**src/rtl/apb_mem_responder.sv**
```systemverilog
// apb_mem_responder: APB completer with a word array, fixed wait states and PSLVERR; byte strobes when APB_PSTRB_EN is defined
module apb_mem_responder #(
    parameter int ADDR_WIDTH  = 8,
    parameter int DATA_WIDTH  = 32,
    parameter int DEPTH       = 16,
    parameter int WAIT_STATES = 1
) (
    input  logic                    PCLK,
    input  logic                    PRESET,
    input  logic                    PSEL,
    input  logic                    PENABLE,
    input  logic                    PWRITE,
    input  logic [ADDR_WIDTH-1:0]   PADDR,
    input  logic [DATA_WIDTH-1:0]   PWDATA,
`ifdef APB_PSTRB_EN
    input  logic [DATA_WIDTH/8-1:0] PSTRB,
`endif
    output logic [DATA_WIDTH-1:0]   PRDATA,
    output logic                    PREADY,
    output logic                    PSLVERR
);
    localparam int NB = DATA_WIDTH / 8;
    localparam int IW = DEPTH > 1 ? $clog2(DEPTH) : 1;

    typedef enum logic [1:0] {IDLE, WAIT, RESP} state_t;

    state_t                state_q, state_d;
    logic [3:0]            cnt_q, cnt_d;
    logic [IW-1:0]         idx_q, idx_d;
    logic                  write_q, write_d;
    logic                  err_q, err_d;
    logic [DATA_WIDTH-1:0] wdata_q, wdata_d;
    logic [NB-1:0]         strb_q, strb_d;
    logic                  ready_q, ready_d;
    logic                  slverr_q, slverr_d;
    logic [DATA_WIDTH-1:0] rdata_q, rdata_d;
    logic [DATA_WIDTH-1:0] mem_q [DEPTH];
    logic [DATA_WIDTH-1:0] mem_d [DEPTH];
    logic [NB-1:0]         in_strb;

`ifdef APB_PSTRB_EN
    assign in_strb = PSTRB;
`else
    assign in_strb = '1;
`endif

    function automatic logic addr_err(logic [ADDR_WIDTH-1:0] a);
        return a[1:0] != 2'b00 || int'(a[ADDR_WIDTH-1:2]) >= DEPTH;
    endfunction

    // transfer sequencing: capture at setup, count wait states, one-cycle registered response
    always_comb begin
        state_d  = state_q;
        cnt_d    = cnt_q;
        idx_d    = idx_q;
        write_d  = write_q;
        err_d    = err_q;
        wdata_d  = wdata_q;
        strb_d   = strb_q;
        ready_d  = 1'b0;
        slverr_d = 1'b0;
        rdata_d  = '0;
        if (state_q == IDLE && PSEL && !PENABLE) begin
            idx_d   = PADDR[IW+1:2];
            write_d = PWRITE;
            wdata_d = PWDATA;
            strb_d  = in_strb;
            err_d   = addr_err(PADDR);
            cnt_d   = 4'(WAIT_STATES == 0 ? 0 : WAIT_STATES - 1);
            state_d = WAIT_STATES == 0 ? RESP : WAIT;
        end else if (state_q == WAIT && !PSEL) begin
            state_d = IDLE;
        end else if (state_q == WAIT && PENABLE) begin
            state_d = cnt_q == 4'd0 ? RESP : WAIT;
            cnt_d   = cnt_q == 4'd0 ? 4'd0 : cnt_q - 4'd1;
        end else if (state_q == RESP) begin
            state_d = IDLE;
        end
        if (state_d == RESP && state_q != RESP) begin
            ready_d  = 1'b1;
            slverr_d = err_d;
            rdata_d  = (write_d || err_d) ? '0 : mem_q[idx_d];
        end
    end

    // a completing error-free write merges its enabled byte lanes into the array
    always_comb begin
        for (int i = 0; i < DEPTH; i++) mem_d[i] = mem_q[i];
        if (state_q == RESP && PSEL && write_q && !err_q)
            for (int b = 0; b < NB; b++)
                if (strb_q[b]) mem_d[idx_q][8*b +: 8] = wdata_q[8*b +: 8];
    end

    // all state, including the array, clears immediately on reset
    always_ff @(posedge PCLK or posedge PRESET) begin
        if (PRESET) begin
            state_q  <= IDLE;
            cnt_q    <= '0;
            idx_q    <= '0;
            write_q  <= 1'b0;
            err_q    <= 1'b0;
            wdata_q  <= '0;
            strb_q   <= '0;
            ready_q  <= 1'b0;
            slverr_q <= 1'b0;
            rdata_q  <= '0;
            for (int i = 0; i < DEPTH; i++) mem_q[i] <= '0;
        end else begin
            state_q  <= state_d;
            cnt_q    <= cnt_d;
            idx_q    <= idx_d;
            write_q  <= write_d;
            err_q    <= err_d;
            wdata_q  <= wdata_d;
            strb_q   <= strb_d;
            ready_q  <= ready_d;
            slverr_q <= slverr_d;
            rdata_q  <= rdata_d;
            for (int i = 0; i < DEPTH; i++) mem_q[i] <= mem_d[i];
        end
    end

    assign PREADY  = ready_q;
    assign PSLVERR = slverr_q;
    assign PRDATA  = rdata_q;
endmodule

```
**config.mk**
```make
export PLATFORM = sky130hd
export DESIGN_NAME = apb_mem_responder
export DESIGN_NICKNAME = d
export VERILOG_FILES = /design/src/rtl/apb_mem_responder.sv
export SDC_FILE = /design/constraint.sdc
export NUM_CORES = 1
export LEC_CHECK = 0
export ABC_AREA = 1
export ABC_CLOCK_PERIOD_IN_PS = 22100
export CAP_MARGIN = 10
export CELL_PAD_IN_SITES_DETAIL_PLACEMENT = 2
export CELL_PAD_IN_SITES_GLOBAL_PLACEMENT = 2
export CORE_MARGIN = 2
export CORE_UTILIZATION = 34
export DETAILED_ROUTE_END_ITERATION = 6
export PLACE_DENSITY_LB_ADDON = 0.1
export SLEW_MARGIN = 20
export SYNTH_ARGS = -nofsm -noshare
export SYNTH_HDL_FRONTEND = slang
export SYNTH_SLANG_ARGS = --single-unit
```
**constraint.sdc**
```tcl
create_clock -name PCLK -period 22.1 [get_ports PCLK]
set_clock_uncertainty 0.1 [all_clocks]
set_input_delay 4.42 -clock PCLK [delete_from_list [all_inputs] [get_ports PCLK]]
set_output_delay 4.42 -clock PCLK [all_outputs]
set_load 0.02 [all_outputs]
```
---- After elaboration in Yosys (flattened, before gate mapping) ----
Cells that the tools add are included.
storage, ports and cells
  flip-flop bits (word level) ............. 591
  logic and storage cells ................. 95
operators by class
  $add $sub $neg .......................... 1
  order comparisons ....................... 4
  equality and inequality tests ........... 5
  mux-type cells .......................... 38
  bitwise logic cells ..................... 2
  reductions and logical operators ........ 19
operators with widths
  operator             count
  $mux 512             7
  $bwmux 512           4
  $demux 32 s4         4
  $mux 32              5
  $bmux 32 s4          1
  $mux 24              1
  $mux 4               5
  $mux 16              1
  $ge 5x5->1 const B   2
  $mux 2               5
  $not 4->5            2
  $logic_and 1x1->1    9
  $mux 8               1
  $ge 6x5->1 const B   1
  $lt 5x1->1 const B   1
  $eq 2x2->1 const B   2
  $logic_not 4->1      1
  $mux 1               4
  $ne 2x2->1 const B   2
  $reduce_bool 2->1    2
  $sub 4x1->4 const B  1
  $logic_not 1->1      3
  $eq 2x1->1 const B   1
  $logic_not 2->1      1
  other kinds (2)      3

---- Depth between registers and ports, before layout ----
Gate-level depths: netlist (run 1).
  depth after elaboration ................. 16
  gate-level depth with buffers ........... 14
  depth with buffers taken out ............ 11

---- Worst setup path before layout (run 1) ----
No wires, ideal clock.
  path kind ............................... in2reg
  from .................................... input PSEL
  to ...................................... register rdata_q[5] (netlist: PRDATA[5])
  arrival ................................. 5.539 ns
  required time ........................... 21.883 ns
  path slack .............................. 16.344 ns
  stages on the path ...................... 14
  cell sequence ........................... inv_1 > nor2_4 > nand2_4 > buf_8 > inv_2 > nand2_1 > nand2_2 > buf_6 > buf_2 > nand3_1 > nand3_1 > nand2_1 > nor2_1 > nor2_1
between the ends
  longest elaborated chain between the ends .. 9
RTL lines
  item                                        RTL line  RTL
  from (decl)                                 10        input logic PSEL,
  $logic_and 1x1->1 (2 in a row)              63        if (state_q == IDLE && PSEL && !PENABLE) begin
  $mux 4                                      63
  $not 4->5 (not written as such)             82        rdata_d = (write_d || err_d) ? '0 : mem_q[idx_d];
  $bmux 32 s4                                 82
  $mux 32 (not written as such) (2 in a row)  82
  $mux 32                                     82
  $mux 32 *                                   79        if (state_d == RESP && state_q != RESP) begin
  named net rdata_d[5]                        36        logic [DATA_WIDTH-1:0] rdata_q, rdata_d;
  to (signal assigned)                        118       rdata_q <= rdata_d;
  to (decl)                                   36
Mark *: on every way through the listed nets, which the timed path passes. The rest lies on a longest branch. The select of a mux whose other input is x is not followed.
A chain may end at the register's enable or synchronous reset.

---- Final worst setup path (run 1) ----
  from .................................... input PSEL
  to ...................................... register rdata_q[24] (netlist: PRDATA[24])
Same word-level chain as after synthesis.

==> out/metrics.cfg, run 1 <==
[clocking]
cts-root-buf=clkbuf_16
cts_hold_buf=0
path_clk_slew_ps=60
htree_levels=3
clk_latency_ps=630
cts.sinks=591
post_cts_buffers=0
clockBufferDepth=3
cts-resized-gates=0
cts_made_buffers=72
cts_tree=done

[hold_path]
worstHoldPathType=reg2reg

[global_route]
antenna_found_initial=0
grt_pass1_wl_um=156000
grt_overflow=0
grt_pass1_vias=25500
met2_usage_pct=44.8
grt_use_met1_pct=33.4
grt_use_met3_pct=2.70
grt_max_degree=128
busiest_layer=met2
track_usage_pct=25.5

[synth]
synthMuxAreaShare_pct=0
syn_inst=3171
syn_nets=3217
ys_seq_elements=591
synth_compound_gate_area_share_pct=10.7
post_synth.cell_area_avg_um2=8.32
netlist_area_um2=26400
synthSimpleGateAreaFrac_pct=27.3
synth_top_family_by_area=simple AND/OR/NAND/NOR gates
yosysWarnings=0
ys_seq_area_share_pct=56.0
yosys.area_share.xor_xnor_pct=0.0664
synth.distinct_cells=28
synthAdderAreaFrac_pct=0.0474

[timing]
tns_ps=0
fmax_mhz=123
slew_viol_final=0
slew_headroom_pct=27.2
finalCritPeriodShare_pct=36.9
hold_slack_ps=361
grt_setup_unrepaired=false
worstMarginPinSlew_ps=1090
period_needed_ps=8150
hold_viol_final=0
setup_violations=0

[place]
place_inst=4067
port_buffers=78
place_area_um2=27500
hpwl_um=52600
gp_congestion=0.744

[cells_and_area]
num-nets-final=3148
fillers=8553
final_common_cell=nand2_1
drive_above_1_share_pct=5.58
stdcell_area_um2=29800
post-route-util_pct=38.7
area_delta_synth_final_pct=13.1
instances_no_fill=4194
most-common-layout-cells=nand2_1, dfrtp_1, o21ai_0

[power]
powerDensity_nw_per_um2=131
irDropWorstVdd_v=0.0000926
leakage_uw=0.0131

[routing]
wl_per_cell_um=23.6
ant_nets=0
drt_wl_total_um=98900
drtIter0Drc=1232
drc_errors=0
viasPerCell=5.40
via_count=22600
drt_first_pass_iters=5

[critical_path]
critPathArrivalTime_ps=8560
critPathMaxFanout=127
crit_path_end_kind=flop
crit_type=in2reg
critical_path_required_ps=22500
startpoint_type=primary input

[die]
num_rows=102
start_util_pct=34.2
die_w_um=283
dieHeight_um=283
fp.dieArea_um2=79900
core_um2=77200
ios=79

[run]
maxCapViolCount=0

[outcome]
status=completed

==> power by group <==
| group | leakage, µW | total [µW] | internal [µW] | switching (µW) |
|---|---|---|---|---|
| registers | 0.00813 | 1410 | 1290 | 121 |
| clock network | 0.00114 | 1190 | 712 | 483 |
| logic | 0.00382 | 1300 | 331 | 973 |
==> state kept, by name (all words and copies together) (netlist names), 2 cells and up <==
register	count
mem_q	512
cnt_q	4
state_q	2
PRDATA	32
idx_q	4
wdata_q	32
==> cell families after synthesis <==
| family | Yosys count |
|---|---|
| flip-flops | 591 |
| XOR/XNOR | 2 |
| AND/OR/NAND/NOR | 1702 |
| AO/OA/AOI/OAI | 557 |
| adder cells (fa/ha/maj) | 1 |
| buffers and inverters | 318 |
==> Yosys cell counts (all sizes together) <==
master,count,share of area [%]
nand2,1061,15
nor2,109,1.6
nand3,517,9.8
clkbuf,89,1.3
nand4,7,0.17
o21bai,1,0.028
o21ai,554,11
inv,60,0.85
o2111ai,1,0.033
o31ai,1,0.028
nor3,7,0.28
dfrtp,591,56
ha,1,0.047
nor4,1,0.024
buf,169,3.8
xor2,2,0.066
==> area by class of cell <==
type	instances	area [µm²]	share of cell area, %
diodes	1	2.50	0.00838
clock buffers	111	2140	7.18
clock inverters	14	181	0.608
inverters	60	238	0.796
multi-input cells	2262	10100	33.9
flip-flops and latches	591	14800	49.5
well taps	1040	1300	4.36
repair buffers	115	1080	3.63
==> metrics by stage <==
stage / power [µW] / setup slack, ps
6_report: 3910 / 13950
5_1_grt: 4170 / 13710
4_1_cts: 3970 / 13940
3_5_place_dp: 2750 / 13330
3_3_place_gp: 2690 / 13530
2_1_floorplan: 2320 / 1040
==> path summary, 6_finish.rpt <==
path | startpoint | to | slack (ps) | depth (start not counted)
setup / recovery | PSEL | PRDATA[24]$_DFF_PP0_ | 13950 | 13
hold / removal | strb_q[0]$_DFFE_PP0N_ | strb_q[0]$_DFFE_PP0N_ | 360 | 2
setup reg to reg | state_q[1]$_DFF_PP0_ | PRDATA[24]$_DFF_PP0_ | 17780 | 11
hold reg to reg | strb_q[0]$_DFFE_PP0N_ | strb_q[0]$_DFFE_PP0N_ | 360 | 2
max in group asynchronous | PRESET | mem_q[264]$_DFFE_PP0P_ | 15430 | 4
min in group asynchronous | PRESET | mem_q[291]$_DFFE_PP0P_ | 4250 | 2
==> worst max-delay path, cell delays in order <==
cell             delay (ps)
clkdlybuf4s50_1         500
inv_1                    80
nor2_4                  170
nand2_4                 230
nand2_4                 790
nand2_8                 850
buf_4                   690
nand2_1                 200
nand3_1                 100
nand3_1                 120
nand2_1                  90
nor2_1                  140
nor2_1                   70
==> routing by layer <==
metal | part of all wire (%) | routed length, µm
met3 | 2.2 | 2180
met1 | 46 | 45400
met2 | 49 | 48700
met5 | 0 | 0
met4 | 2.7 | 2650
(Power assumes the default switching activity.)
==> run 2, diff against run 1 <==
- ABC_CLOCK_PERIOD_IN_PS: 22100 -> 8400
- CORE_UTILIZATION: 34 -> 38
- clock period: 22.1 -> 8.4 ns (I/O delays scaled with it)
==> out/metrics.cfg, run 2 (synthesized netlist as in run 1, its figures left out) <==
[critical_path]
critPathArrivalTime_ps=5380
crit_type=in2reg
crit_path_end_kind=flop
reg2reg_depth=11
critical_path_required_ps=8790
startpoint_type=primary input
path_cells=clkdlybuf4s50_1, inv_1, nor2_4, nand2_4, nand2_4, nand2_8, buf_4, nand2_1, nand3_1, nand3_1, nand2_1, nor2_1, nor2_1
cp_slowest_cell=nand2_4
critPathMaxFanout=76
critPathMaxStageDelay_ps=780

[global_route]
grt_pass1_vias=25700
grt_pass1_wl_um=155000
busiest_layer=met2
grt_use_met3_pct=3.60
grt_use_met1_pct=36.4
antenna_found_initial=0
grt_max_degree=163
grt_overflow=0
track_usage_pct=28.2
met2_usage_pct=48.8

[cells_and_area]
top_register=mem_q
most-common-layout-cells=nand2_1, dfrtp_1, o21ai_0
largest_reg_flops=512
area_delta_synth_final_pct=13.0
diodes=0
drive_above_1_share_pct=5.62
instances_no_fill=4081
final_common_cell=nand2_1
num-nets-final=3144

[clocking]
path_clk_slew_ps=60
cts_hold_buf=0
cts-resized-gates=0
cts-root-buf=clkbuf_16
htree_levels=3
post_cts_buffers=0
clockBufferDepth=3
cts_made_buffers=72
cts.sinks=591
clk_latency_ps=620
cts_tree=done

[place]
place_inst=3955
hpwl_um=52000
port_buffers=78
gp_congestion=0.757

[die]
num_rows=96
die_w_um=268
fp.dieArea_um2=71600
core_um2=68700
start_util_pct=38.4
dieHeight_um=268
ios=79

[timing]
slew_viol_final=0
hold_slack_ps=356
worstMarginPinSlew_ps=1130
slew_headroom_pct=25.0
setup_violations=0
finalCritPeriodShare_pct=59.3
grt_setup_unrepaired=false
fmax_mhz=201
period_needed_ps=4990
hold_viol_final=0

[routing]
via_count=22900
viasPerCell=5.61
drt_first_pass_iters=5
ant_nets=0
drt_wl_total_um=97900
drc_errors=0
drtIter0Drc=1397
wl_per_cell_um=24.0

[hold_path]
worstHoldPathType=reg2reg
hold_depth=2

[run]
maxCapViolCount=0

[power]
irDropWorstVdd_v=0.000223
leakage_uw=0.0131
powerDensity_nw_per_um2=348

[outcome]
status=completed

## run 2: cell types whose count changed in the layout (fill, tap and decap cells not counted), moves of 2 or more
cell and change:
clkbuf_16 +2, buf_12 +5, clkbuf_8 +6, buf_6 -3, buf_4 -6, clkbuf_1 -4
## run 2: path summary, 6_finish.rpt
path | endpoint | start | slack (ps)
max | PRDATA[7]$_DFF_PP0_ | PSEL | 3410
min | strb_q[0]$_DFFE_PP0N_ | strb_q[0]$_DFFE_PP0N_ | 360
max reg2reg | PRDATA[7]$_DFF_PP0_ | state_q[1]$_DFF_PP0_ | 4570
min reg2reg | strb_q[0]$_DFFE_PP0N_ | strb_q[0]$_DFFE_PP0N_ | 360
max in group asynchronous | mem_q[377]$_DFFE_PP0P_ | PRESET | 5240
min in group asynchronous | mem_q[8]$_DFFE_PP0P_ | PRESET | 1280
## run 2: critical path: cells and delay by family
family,cells,cell delay (ps)
simple gates,10,2500
buf+inv,3,1140
## run 2: report_power, final
group	switching, µW	internal (µW)	leakage (µW)
combinational	2550	889	0.00382
clock	1270	1930	0.00118
sequential	320	3400	0.00813
total	4140	6220	0.0131
## run 2: through the flow
step                worst slack [ps]  setup TNS, ps  power (µW)  area [µm²]  util [%]
floorplan                      -1440        -849470        6100       26400         -
CTS                             3430              0       10500       29800      43.4
global placement                2950              0        7060       27400      39.9
global route                    3180              0       11000       29800      43.4
finish                          3410              0       10400       29800      43.4
detailed placement              2760              0        7230       27400      39.9
## run 2: layout make-up
cell class	count	area, µm²
clock buffer	115	2260
multi-input combinational	2262	10100
fill	7659	38900
sequential	591	14800
inverter	60	234
tap	931	1160
clock inverter	11	138
timing repair buffer	111	1100
## run 2: layer usage
metal	up-vias	share of wire [%]
li1	10200	-
met1	12100	44
met2	354	50
met3	190	3.0
met4	0	3.3
met5	-	0
